**config.mk**
```make
export PLATFORM = sky130hd
export DESIGN_NAME = tt_um_piso_serializer_flat
export DESIGN_NICKNAME = d
export VERILOG_FILES = /design/src/rtl/tt_um_piso_serializer_if.sv /design/src/rtl/tt_um_piso_serializer.sv /design/src/flat_wrapper.sv
export SDC_FILE = /design/constraint.sdc
export NUM_CORES = 1
export LEC_CHECK = 0
export ABC_AREA = 1
export BUFFER_PORTS_ARGS = -buffer_cell sky130_fd_sc_hd__buf_2
export CAP_MARGIN = 20
export CORE_UTILIZATION = 39
export DETAILED_ROUTE_END_ITERATION = 8
export MAX_ROUTING_LAYER = met4
export PLACE_DENSITY_LB_ADDON = 0.25
export SLEW_MARGIN = 10
export SYNTH_ARGS = -nofsm -noshare
export SYNTH_HDL_FRONTEND = slang
export SYNTH_SLANG_ARGS = --single-unit
export TNS_END_PERCENT = 10
```
**constraint.sdc**
```tcl
create_clock -name clk -period 2.7 [get_ports clk]
set_clock_uncertainty 0.05 [all_clocks]
set_input_delay 0 -clock clk [delete_from_list [all_inputs] [get_ports clk]]
set_output_delay 0 -clock clk [all_outputs]
set_load 0.01 [all_outputs]
```
**src/rtl/tt_um_piso_serializer_if.sv**
```systemverilog
// Pin bundle for the PISO serializer: clock enable, parallel byte, control byte and outputs.
interface tt_um_piso_serializer_if;
  logic       ena;
  logic [7:0] ui_in;
  logic [7:0] uio_in;
  logic [7:0] uo_out;
  logic [7:0] uio_out;
  logic [7:0] uio_oe;

  // The driver of the pins (testbench or pad ring).
  modport master (
    output ena,
    output ui_in,
    output uio_in,
    input  uo_out,
    input  uio_out,
    input  uio_oe
  );

  // The serializer itself.
  modport slave (
    input  ena,
    input  ui_in,
    input  uio_in,
    output uo_out,
    output uio_out,
    output uio_oe
  );
endinterface

```
**src/rtl/tt_um_piso_serializer.sv**
```systemverilog
// 8-bit parallel-in serial-out serializer.
// The first bit leaves on the same edge that samples start. The shift register rotates,
// so after 8 bits it holds the captured byte again and loop mode can repeat it without a gap.
module tt_um_piso_serializer (
  input  logic                            clk,
  input  logic                            rst_n,
  tt_um_piso_serializer_if.slave          tt_io
);

  typedef enum logic [1:0] {
    StIdle  = 2'd0,
    StShift = 2'd1,
    StDone  = 2'd2
  } state_e;

  state_e      state_q, state_d;
  logic [7:0]  shreg_q, shreg_d;
  logic        lsb_q, lsb_d;
  logic [2:0]  bit_idx_q, bit_idx_d;
  logic        sdata_q, sdata_d;
  logic        svalid_q, svalid_d;
  logic        busy_q, busy_d;
  logic        done_q, done_d;

  logic start_in;
  logic lsb_in;
  logic loop_in;

  assign start_in = tt_io.uio_in[0];
  assign lsb_in   = tt_io.uio_in[1];
  assign loop_in  = tt_io.uio_in[2];

  // Next-state and next-output logic; everything holds while ena is low.
  always_comb begin
    state_d   = state_q;
    shreg_d   = shreg_q;
    lsb_d     = lsb_q;
    bit_idx_d = bit_idx_q;
    sdata_d   = sdata_q;
    svalid_d  = svalid_q;
    busy_d    = busy_q;
    done_d    = done_q;

    if (tt_io.ena) begin
      unique case (state_q)
        StIdle: begin
          if (start_in) begin
            state_d   = StShift;
            lsb_d     = lsb_in;
            // Emit the first bit now and store the byte already rotated by one position.
            if (lsb_in) begin
              sdata_d = tt_io.ui_in[0];
              shreg_d = {tt_io.ui_in[0], tt_io.ui_in[7:1]};
            end else begin
              sdata_d = tt_io.ui_in[7];
              shreg_d = {tt_io.ui_in[6:0], tt_io.ui_in[7]};
            end
            svalid_d  = 1'b1;
            busy_d    = 1'b1;
            done_d    = 1'b0;
            bit_idx_d = 3'd0;
          end
        end

        StShift: begin
          if ((bit_idx_q == 3'd7) && !loop_in) begin
            state_d   = StDone;
            sdata_d   = 1'b0;
            svalid_d  = 1'b0;
            busy_d    = 1'b0;
            done_d    = 1'b1;
            bit_idx_d = 3'd0;
          end else begin
            // bit_idx wraps 7 -> 0 naturally when looping.
            bit_idx_d = bit_idx_q + 3'd1;
            if (lsb_q) begin
              sdata_d = shreg_q[0];
              shreg_d = {shreg_q[0], shreg_q[7:1]};
            end else begin
              sdata_d = shreg_q[7];
              shreg_d = {shreg_q[6:0], shreg_q[7]};
            end
          end
        end

        StDone: begin
          state_d = StIdle;
          done_d  = 1'b0;
        end

        default: begin
          state_d   = StIdle;
          sdata_d   = 1'b0;
          svalid_d  = 1'b0;
          busy_d    = 1'b0;
          done_d    = 1'b0;
          bit_idx_d = 3'd0;
        end
      endcase
    end
  end

  // State and registered outputs, cleared asynchronously by rst_n.
  always_ff @(posedge clk or negedge rst_n) begin
    if (!rst_n) begin
      state_q   <= StIdle;
      shreg_q   <= 8'h00;
      lsb_q     <= 1'b0;
      bit_idx_q <= 3'd0;
      sdata_q   <= 1'b0;
      svalid_q  <= 1'b0;
      busy_q    <= 1'b0;
      done_q    <= 1'b0;
    end else begin
      state_q   <= state_d;
      shreg_q   <= shreg_d;
      lsb_q     <= lsb_d;
      bit_idx_q <= bit_idx_d;
      sdata_q   <= sdata_d;
      svalid_q  <= svalid_d;
      busy_q    <= busy_d;
      done_q    <= done_d;
    end
  end

  assign tt_io.uo_out  = {1'b0, bit_idx_q, done_q, busy_q, svalid_q, sdata_q};
  assign tt_io.uio_out = 8'h00;
  assign tt_io.uio_oe  = 8'h00;

endmodule

```
**src/flat_wrapper.sv**
```systemverilog
// flat-port wrapper written by rule: the top's interface ports become plain ports
module tt_um_piso_serializer_flat 
  (clk, rst_n, tt_io_ena, tt_io_ui_in, tt_io_uio_in, tt_io_uo_out, tt_io_uio_out, tt_io_uio_oe);
  tt_um_piso_serializer_if tt_io_i ();
  input  logic clk;
  input  logic rst_n;
  input wire logic [$bits(tt_io_i.ena)-1:0] tt_io_ena;
  input wire logic [$bits(tt_io_i.ui_in)-1:0] tt_io_ui_in;
  input wire logic [$bits(tt_io_i.uio_in)-1:0] tt_io_uio_in;
  output wire logic [$bits(tt_io_i.uo_out)-1:0] tt_io_uo_out;
  output wire logic [$bits(tt_io_i.uio_out)-1:0] tt_io_uio_out;
  output wire logic [$bits(tt_io_i.uio_oe)-1:0] tt_io_uio_oe;
  assign tt_io_i.ena = tt_io_ena;
  assign tt_io_i.ui_in = tt_io_ui_in;
  assign tt_io_i.uio_in = tt_io_uio_in;
  assign tt_io_uo_out = tt_io_i.uo_out;
  assign tt_io_uio_out = tt_io_i.uio_out;
  assign tt_io_uio_oe = tt_io_i.uio_oe;
  tt_um_piso_serializer u_core (.clk(clk), .rst_n(rst_n), .tt_io(tt_io_i));
endmodule
```
Yosys cells after proc, flatten, opt, wreduce, memory -nomap -nowiden
Index checks and enable logic that the tools add are counted.
W data, S select, Z words.
{"block": "op_classes", "addsub": 1, "eq_ne": 6, "muxes": 22, "bitwise_logic": 1, "reduce_logical": 9}
{"cell": "$mux W8", "count": 4}
{"cell": "$pmux W8 S2", "count": 1}
{"cell": "$pmux W3 S3", "count": 1}
{"cell": "$reduce_and A3 Y1", "count": 3}
{"cell": "$mux W1", "count": 8}
{"cell": "$reduce_and A4 Y1", "count": 2}
{"cell": "$mux W3", "count": 2}
{"cell": "$pmux W1 S3", "count": 2}
{"cell": "$mux W2", "count": 2}
{"cell": "$ne A2 B2 Y1 const B", "count": 2}
{"cell": "$pmux W2 S2", "count": 1}
{"cell": "$add A3 B1 Y3 const B", "count": 1}
{"cell": "$eq A3 B3 Y1 const B", "count": 1}
{"cell": "$eq A2 B1 Y1 const B", "count": 1}
{"cell": "$eq A2 B2 Y1 const B", "count": 1}
{"cell": "$logic_not A2 Y1", "count": 1}
{"cell": "$ne A2 B1 Y1 const B", "count": 1}
{"cell": "$pmux W1 S2", "count": 1}
{"cell": "$reduce_bool A2 Y1", "count": 1}
{"cell": "$logic_and A1 B1 Y1", "count": 1}
{"cell": "$logic_not A1 Y1", "count": 1}
{"cell": "$not A1 Y1", "count": 1}
{"block": "totals", "ff_bits": 17, "inputBits": 19, "out_inout_bits": 24, "word_cells": 46}

Logic depth before layout (Yosys ltp)
Gate-level depths: netlist of the first run.
{"block": "logic_depth", "depth_word": 4, "mapped_depth": 9, "mapped_depth_nobuf": 9}

Worst setup path before layout of the first run
OpenSTA, ideal clock, no wires.
{"block": "synth_path", "path_kind": "reg-to-reg", "from": "reg u_core.bit_idx_q[0]", "to": "reg u_core.state_q[0]", "setup_time_ns": 0.124, "arrival_ns": 1.215, "t_required_ns": 2.526, "slack_ns": 1.312, "path_stages_with_launch": 7, "n_path_buf": 0, "period_less_slack_ns": 1.388, "path_cell_list": "dfrtp_1 > ha_1 > ha_1 > inv_1 > nor2_1 > o21ai_2 > o21bai_1"}
{"block": "synth_between", "elab_chain_len": 4}
{"item": "from (decl)", "line_no": "tt_um_piso_serializer.sv:19", "text": "logic [2:0] bit_idx_q, bit_idx_d;"}
{"item": "from (signal assigned)", "line_no": "tt_um_piso_serializer.sv:118", "text": "bit_idx_q <= bit_idx_d;"}
{"item": "$eq A3 B3 Y1", "line_no": "tt_um_piso_serializer.sv:66", "text": "if ((bit_idx_q == 3'd7) && !loop_in) begin"}
{"item": "$logic_and A1 B1 Y1", "line_no": "tt_um_piso_serializer.sv:66"}
{"item": "$ne A2 B1 Y1 (no source line)"}
{"item": "$reduce_and A3 Y1 (no source line)"}
{"item": "to (signal assigned)", "line_no": "tt_um_piso_serializer.sv:106", "text": "state_q <= StIdle;"}
{"item": "to (signal assigned)", "line_no": "tt_um_piso_serializer.sv:115", "text": "state_q <= state_d;"}
{"item": "to (decl)", "line_no": "tt_um_piso_serializer.sv:16", "text": "state_e state_q, state_d;"}
Every way passes these cells.
A chain may end at the register's enable or synchronous reset.

Worst setup path after layout of the first run
Same ends and word-level chain as after synthesis.

==> flow_metrics.py, run 1 <==
metrics = {
    "synthesis": {
        "synthTopCellsByArea": "dfrtp_1 32%, nand2_1 30%, buf_4 13%, inv_1 3.6%, nand3_1 2.8%",
        "ys_top_cells_by_count": "100 x nand2_1, 21 x buf_4, 16 x dfrtp_1, 12 x inv_1, 7 x nand3_1",
        "synthDistinctLibCells": 23,
        "netlist_instances": 192,
        "synthesis.area_um2": 1246,
        "synth_edf_count": 0,
        "syn_area_per_cell_um2": 6.491,
        "synth_flop_cell": "dfrtp_1",
        "yosysWarnings": 0,
        "async_flop_share_pct": 100.0,
        "yosys.area.top_type": "dfrtp_1",
        "seq_area_frac_synth_pct": 32.13,
        "ys_seq_elements": 16,
        "synthDominantCellAreaShare_pct": 32.13,
        "synth_most_common_cell": "nand2_1",
    },
    "cts": {
        "cts_root_buffer": "clkbuf_4",
        "htreeDepth": 1,
        "insertion_delay_ns": 0.28,
        "clock_sinks": 16,
        "cts_hold_buf": 2,
        "numCtsBuffers": 3,
        "cts_tree": "built",
        "cts_resized": 0,
        "post-cts-setup-buffers": 0,
        "clk_pin_slew_ns": 0.10,
        "clk_path_buf_depth": 2,
    },
    "setup_path": {
        "path_buf_inv": 1,
        "crit_arrival_ns": 1.62,
        "worst-setup-path-type": "flip-flop to flip-flop",
        "cp_top_family": "flip-flops",
        "cp_data_required_time_ns": 2.83,
        "crit_start": "u_core.bit_idx_q[0]$_DFFE_PN0P_",
        "critPathLaunchType": "flip-flop",
        "crit_slowest_cell": "dfrtp_1",
        "cp_common_cell": "ha_1",
        "slowest_delay_ns": 0.40,
        "critPathMaxFanout": 4,
        "r2r_start": "u_core.bit_idx_q[0]$_DFFE_PN0P_",
        "end_kind": "flip-flop",
        "crit_chain": "ha_1, ha_1, inv_1, nor2_1, o21ai_2, o21bai_1",
    },
    "route": {
        "num_vias": 1068,
        "final_antenna_net_count": 0,
        "drc": 0,
        "wl_per_cell_um": 9.134,
        "drt_wl_total_um": 2320,
        "dr.pass1.iters": 4,
        "via_per_inst": 4.205,
        "drtIter0Drc": 24,
    },
    "hold_path": {
        "min_from": "tt_io_uio_in[0]",
        "min_path_type": "input pin to flip-flop",
    },
    "finish": {
        "fin_nets": 232,
        "fillers": 376,
        "multi_input_area_um2": 656.9,
        "area_growth_pct": 7.429,
        "drive_gt1_share_pct": 19.05,
        "seq_area_um2": 400.4,
        "antenna_cells": 0,
        "final_cell_area_um2": 1339,
    },
    "floorplan": {
        "die_x_um": 58.53,
        "die-area_um2": 3425,
        "start_util_pct": 40.82,
        "fp.dieH_um": 58.53,
        "num_rows": 20,
        "ios": 43,
        "core-area_um2": 3053,
    },
    "place": {
        "dpl.hpwl_um": 1784,
        "placed_area_um2": 1282,
        "port_buffers": 20,
        "place_congestion": 0.7905,
    },
    "power_and_ir_drop": {
        "p_total_mw": 1.059,
        "powerDensity_nw_per_um2": 791.0,
        "p_leak_nw": 0.8187,
        "worst_ir_drop_vdd_mv": 0.3067,
    },
    "timing": {
        "slew_violations": 0,
        "period_minus_slack_ns": 1.495,
        "clock.fmax_mhz": 669.0,
        "hold_violations": 0,
        "rsz0062_at_grt": "false",
        "setup_violations": 0,
        "period_share_pct": 55.36,
        "finalSetupTns_ns": 0,
    },
    "run_status": {
        "outcome": "completed",
    },
    "global_route": {
        "grt_antenna_before_repair": 0,
        "grt_pass1_wl_um": 4264,
        "track_usage_pct": 16.83,
        "grt_pass1_vias": 1017,
        "grt_max_degree": 17,
        "overflow": 0,
    },
    "run": {
        "max_cap_viol_count": 0,
    },
}
[placed cells by master (no fill, tap or decap), drive strengths merged, types with 2 or more instances in the layout]
cell,count
buf,20
clkbuf,4
conb,17
dfrtp,16
dlygate4sd3,2
ha,2
inv,17
nand2,105
nand3,7
nor2,6
o21ai,8
o21bai,2
or2,2
[cell type report]
class | count | share of cell area (%)
Multi-Input combinational cell | 150 | 49.07
Sequential cell | 16 | 29.91
Timing Repair Buffer | 22 | 8.972
Inverter | 18 | 5.234
Tap cell | 44 | 4.112
Clock buffer | 4 | 2.710
[metal layers]
| metal | vias up | track usage [%] | routed length, um |
|---|---|---|---|
| met3 | 2 | 2.637 | 64 |
| li1 | 580 | - | - |
| met2 | 25 | 25.45 | 991 |
| met5 | - | - | 0 |
| met4 | 0 | 6.803 | 27 |
| met1 | 461 | 22.56 | 1237 |
[tightest hold or removal path, delay by kind of cell]
| family | cells | cell delay (ns) |
|---|---|---|
| and+or+nand+nor | 2 | 0.14 |
| buffers and inverters | 2 | 0.14 |
| AOI/OAI and AO/OA | 1 | 0.05 |
[flip-flops by register name (all words and copies together) (netlist names)]
name / count
u_core.state_q: 1
u_core.shreg_q: 8
u_core.busy_q: 1
u_core.done_q: 1
u_core.bit_idx_q: 3
u_core.sdata_q: 1
u_core.lsb_q: 1
[worst paths after layout]
check                                                     end  cells past startpoint  slack [ns]
worst max-delay path            u_core.state_q[0]$_DFFE_PN0P_                      6        1.21
worst min-delay path                u_core.busy_q$_DFFE_PN0P_                      5        0.03
worst max register to register  u_core.state_q[0]$_DFFE_PN0P_                      6        1.21
worst min register to register     u_core.sdata_q$_DFFE_PN0P_                      2        0.43
max in group asynchronous       u_core.shreg_q[2]$_DFFE_PN0P_                      2        2.23
min in group asynchronous          u_core.sdata_q$_DFFE_PN0P_                      2        0.10
[power by group]
group	internal, mW	switching (mW)	total, mW
registers	0.334	0.0875	0.422
clock network	0.0820	0.0782	0.160
logic	0.188	0.289	0.477
[kinds of logic after synthesis]
logic type	share of synthesized area, %
simple gates	40.46
buf+inv	19.98
flops	32.13
compound gates	5.120
fa+ha+maj	2.008
other cells	0.3009
[per-stage QoR]
step / utilization [%] / std cells / hold WS, ns / setup slack, ns
after CTS: 43.85 / 254 / 0.01818 / 1.202
after floorplan: - / 208 / -0.3456 / 1.312
final: 43.85 / 254 / 0.02733 / 1.205
after detailed placement: 42.01 / 248 / -0.1074 / 1.229
after global routing: 43.85 / 254 / 0.05883 / 1.075
after global placement: 42.01 / 248 / -0.1057 / 1.248
(Power assumes the default switching activity.)
==> run 2, diff against run 1 <==
--- a/config.mk
+++ b/config.mk
@@ -5,7 +5,7 @@
 export SDC_FILE = /design/constraint.sdc
 export NUM_CORES = 1
 export LEC_CHECK = 0
-export ABC_AREA = 1
+export ABC_AREA = 0
 export BUFFER_PORTS_ARGS = -buffer_cell sky130_fd_sc_hd__buf_2
 export CAP_MARGIN = 20
 export CORE_UTILIZATION = 39
==> constraint.sdc (replaced) <==
create_clock -name clk -period 1.3 [get_ports clk]
set_clock_uncertainty 0.05 [all_clocks]
set_input_delay 0 -clock clk [delete_from_list [all_inputs] [get_ports clk]]
set_output_delay 0 -clock clk [all_outputs]
set_load 0.01 [all_outputs]
==> flow_metrics.py, run 2 <==
metrics = {
    "route": {
        "wl_met2_um": 1082,
        "highest_layer": "met4",
        "drc": 0,
        "drt_wl_total_um": 2234,
        "dr.pass1.iters": 2,
        "met1_length_um": 1046,
        "wl_per_cell_um": 13.30,
        "wl_met3_um": 73,
        "num_vias": 840,
        "final_antenna_net_count": 0,
        "drtIter0Drc": 3,
        "via_per_inst": 5.000,
    },
    "timing": {
        "clock.fmax_mhz": 525.8,
        "hold_ws_ns": 0.03193,
        "slew_violations": 0,
        "rsz0062_at_grt": "true",
        "period_share_pct": 146.3,
        "worst_slack_ns": -0.6019,
        "period_minus_slack_ns": 1.902,
        "setup_violations": 14,
        "hold_violations": 0,
    },
    "synthesis": {
        "ys_top_cells_by_count": "24 x mux2i_1, 21 x buf_4, 16 x dfrtp_1, 12 x mux2_2, 4 x o21ai_0",
        "synth_edf_count": 0,
        "synth_fa_ha_area_share_pct": 2.151,
        "synth_flop_cell": "dfrtp_1",
        "synthDistinctLibCells": 24,
        "synthXorXnorAreaFrac_pct": 0,
        "async_flop_share_pct": 100.0,
        "synth_mux_area_share_pct": 32.26,
        "syn_area_per_cell_um2": 11.19,
        "synth_most_common_cell": "mux2i_1",
        "yosys.area_share.simple_pct": 5.376,
        "netlist_instances": 104,
        "ys_seq_elements": 16,
        "yosysWarnings": 0,
        "synthDominantCellAreaShare_pct": 34.41,
        "seq_area_frac_synth_pct": 34.41,
        "synth_top_family_by_area": "multiplexers",
        "yosys.area.top_type": "dfrtp_1",
        "synthesis.area_um2": 1164,
        "synth_compound_area_share_pct": 9.032,
        "synthTopCellsByArea": "dfrtp_1 34%, mux2i_1 21%, buf_4 14%, mux2_2 12%, a2111oi_4 2.4%",
    },
    "cts": {
        "htreeDepth": 1,
        "cts_tree": "built",
        "numCtsBuffers": 3,
        "insertion_delay_ns": 0.29,
        "clk_pin_slew_ns": 0.10,
        "clock_sinks": 16,
        "cts_root_buffer": "clkbuf_4",
        "clk_path_buf_depth": 2,
    },
    "finish": {
        "antenna_cells": 0,
        "fillers": 249,
        "top_regs": "u_core.shreg_q (8), u_core.bit_idx_q (3)",
        "final_common_cell": "mux2i_1",
        "largest-register": "u_core.shreg_q",
        "fin_nets": 159,
        "multi_input_area_um2": 670.6,
        "area_growth_pct": 23.01,
        "final_cell_area_um2": 1431,
        "largest_register_ffs": 8,
        "layout_common_cells": "24 x mux2i_1, 20 x buf_2, 17 x conb_1, 15 x dfrtp_1, 12 x mux2_2",
        "seq_area_um2": 401.6,
        "drive_gt1_share_pct": 43.80,
    },
    "global_route": {
        "track_usage_pct": 16.46,
        "grt_antenna_before_repair": 0,
        "grt_max_degree": 17,
        "overflow": 0,
        "grt_pass1_vias": 839,
        "grt_pass1_wl_um": 3946,
    },
    "power_and_ir_drop": {
        "worst_ir_drop_vdd_mv": 0.9771,
        "powerDensity_nw_per_um2": 1953,
        "p_leak_nw": 0.7262,
    },
    "setup_path": {
        "crit_arrival_ns": 2.04,
        "end_kind": "flip-flop",
        "crit_slowest_cell": "dfrtp_1",
        "cp_data_required_time_ns": 1.43,
        "critPathLaunchType": "flip-flop",
        "crit_chain": "ha_2, ha_4, and2b_4, a2111oi_4, buf_6, mux2_2",
        "critPathMaxFanout": 8,
        "worst-setup-path-type": "flip-flop to flip-flop",
        "slowest_delay_ns": 0.40,
    },
    "run_status": {
        "violations": "negative setup slack",
        "outcome": "finished, violations left",
    },
    "floorplan": {
        "fp.dieH_um": 56.62,
        "core-area_um2": 2781,
        "ios": 43,
        "num_rows": 19,
        "start_util_pct": 41.84,
        "die-area_um2": 3206,
        "die_x_um": 56.62,
    },
    "place": {
        "port_buffers": 20,
        "dpl.hpwl_um": 1684,
        "place_congestion": 0.8187,
        "placed_area_um2": 1301,
        "pre_cts_ws_ns": -0.6630,
    },
    "hold_path": {
        "min_path_type": "input pin to flip-flop",
    },
    "run": {
        "max_cap_viol_count": 0,
    },
}
==> run 2: cell types whose count changed in the layout (fill, tap and decap cells not counted), sizes merged, moves of 2 or more <==
cell         before  now
mux2i             0   24
o2bb2ai           0    2
mux2              0   12
dlygate4sd3       2    5
nor2              6    2
o21bai            2    0
nor2b             0    3
nand2           105    0
buf              20   33
inv              17    2
nand3             7    1
or2               2    0
o21ai             8    4
==> run 2: kinds of logic (layout without fill, tap and decap cells) <==
family,Yosys count,count (layout)
multiplexers,36,36
buffers and inverters,27,44
flip-flops,16,16
AO/OA/AOI/OAI,12,12
AND/OR/NAND/NOR,10,10
adder cells (fa/ha/maj),2,2
other,1,17
==> run 2: path summary, 6_finish.rpt <==
path / start / endpoint / slack, ns / cells past startpoint
max in group asynchronous: rst_n / u_core.done_q$_DFFE_PN0P_ / 0.82 / 2
max: u_core.bit_idx_q[0]$_DFFE_PN0P_ / u_core.shreg_q[6]$_DFFE_PN0P_ / -0.60 / 6
min: tt_io_uio_in[0] / u_core.sdata_q$_DFFE_PN0P_ / 0.03 / 3
min reg2reg: u_core.sdata_q$_DFFE_PN0P_ / u_core.sdata_q$_DFFE_PN0P_ / 0.45 / 1
max reg2reg: u_core.bit_idx_q[0]$_DFFE_PN0P_ / u_core.shreg_q[6]$_DFFE_PN0P_ / -0.60 / 6
min in group asynchronous: rst_n / u_core.shreg_q[6]$_DFFE_PN0P_ / 0.10 / 2
==> run 2: per-stage QoR <==
| step | total power [mW] | instances | setup TNS (ns) | util (%) |
|---|---|---|---|---|
| 3_3_place_gp | 2.360 | 159 | -5.733 | 46.78 |
| 6_report | 2.795 | 168 | -5.334 | 51.46 |
| 3_5_place_dp | 2.406 | 159 | -6.315 | 46.78 |
| 5_1_grt | 3.009 | 168 | -6.377 | 51.46 |
| 4_1_cts | 2.805 | 168 | -5.338 | 51.19 |
| 2_1_floorplan | 1.963 | 120 | -6.118 | - |
==> run 2: cell type report <==
cell class,instances,share of cell area (%)
Multi-Input combinational cell,77,46.85
Sequential cell,16,28.06
Timing Repair Buffer,38,19.32
Tap cell,31,2.710
Clock buffer,4,2.535
Inverter,2,0.5245
==> run 2: report_power, final <==
part | internal (mW) | switching (mW) | total [mW]
combinational | 0.904 | 0.607 | 1.51
clock | 0.171 | 0.163 | 0.334
sequential | 0.731 | 0.220 | 0.950
total | 1.81 | 0.990 | 2.80
==> run 2: worst max-delay path: cells and delay by family (launching register included) <==
| family | cells | cell delay [ns] |
|---|---|---|
| AOI/OAI and AO/OA | 1 | 0.29 |
| DFF | 1 | 0.40 |
| and+or+nand+nor | 1 | 0.17 |
| muxes | 1 | 0.34 |
| buffers and inverters | 1 | 0.18 |
| adders and majority gates | 2 | 0.37 |
==> run 2: timing repair <==
action	CTS	global route
hold endpoints to repair	18	0
hold buffers	5	0
setup buffers	0	0
pin swaps	3	1
gates resized for setup	12	2
endpoints found under the setup margin	16	16
cloned	0	0
==> run 2: per-layer routing <==
metal  vias up  global-route usage (%)
met4         0                   7.317
met3         4                   2.765
li1        400                       -
met1       416                   20.50
met2        20                   26.22
met5         -                       -
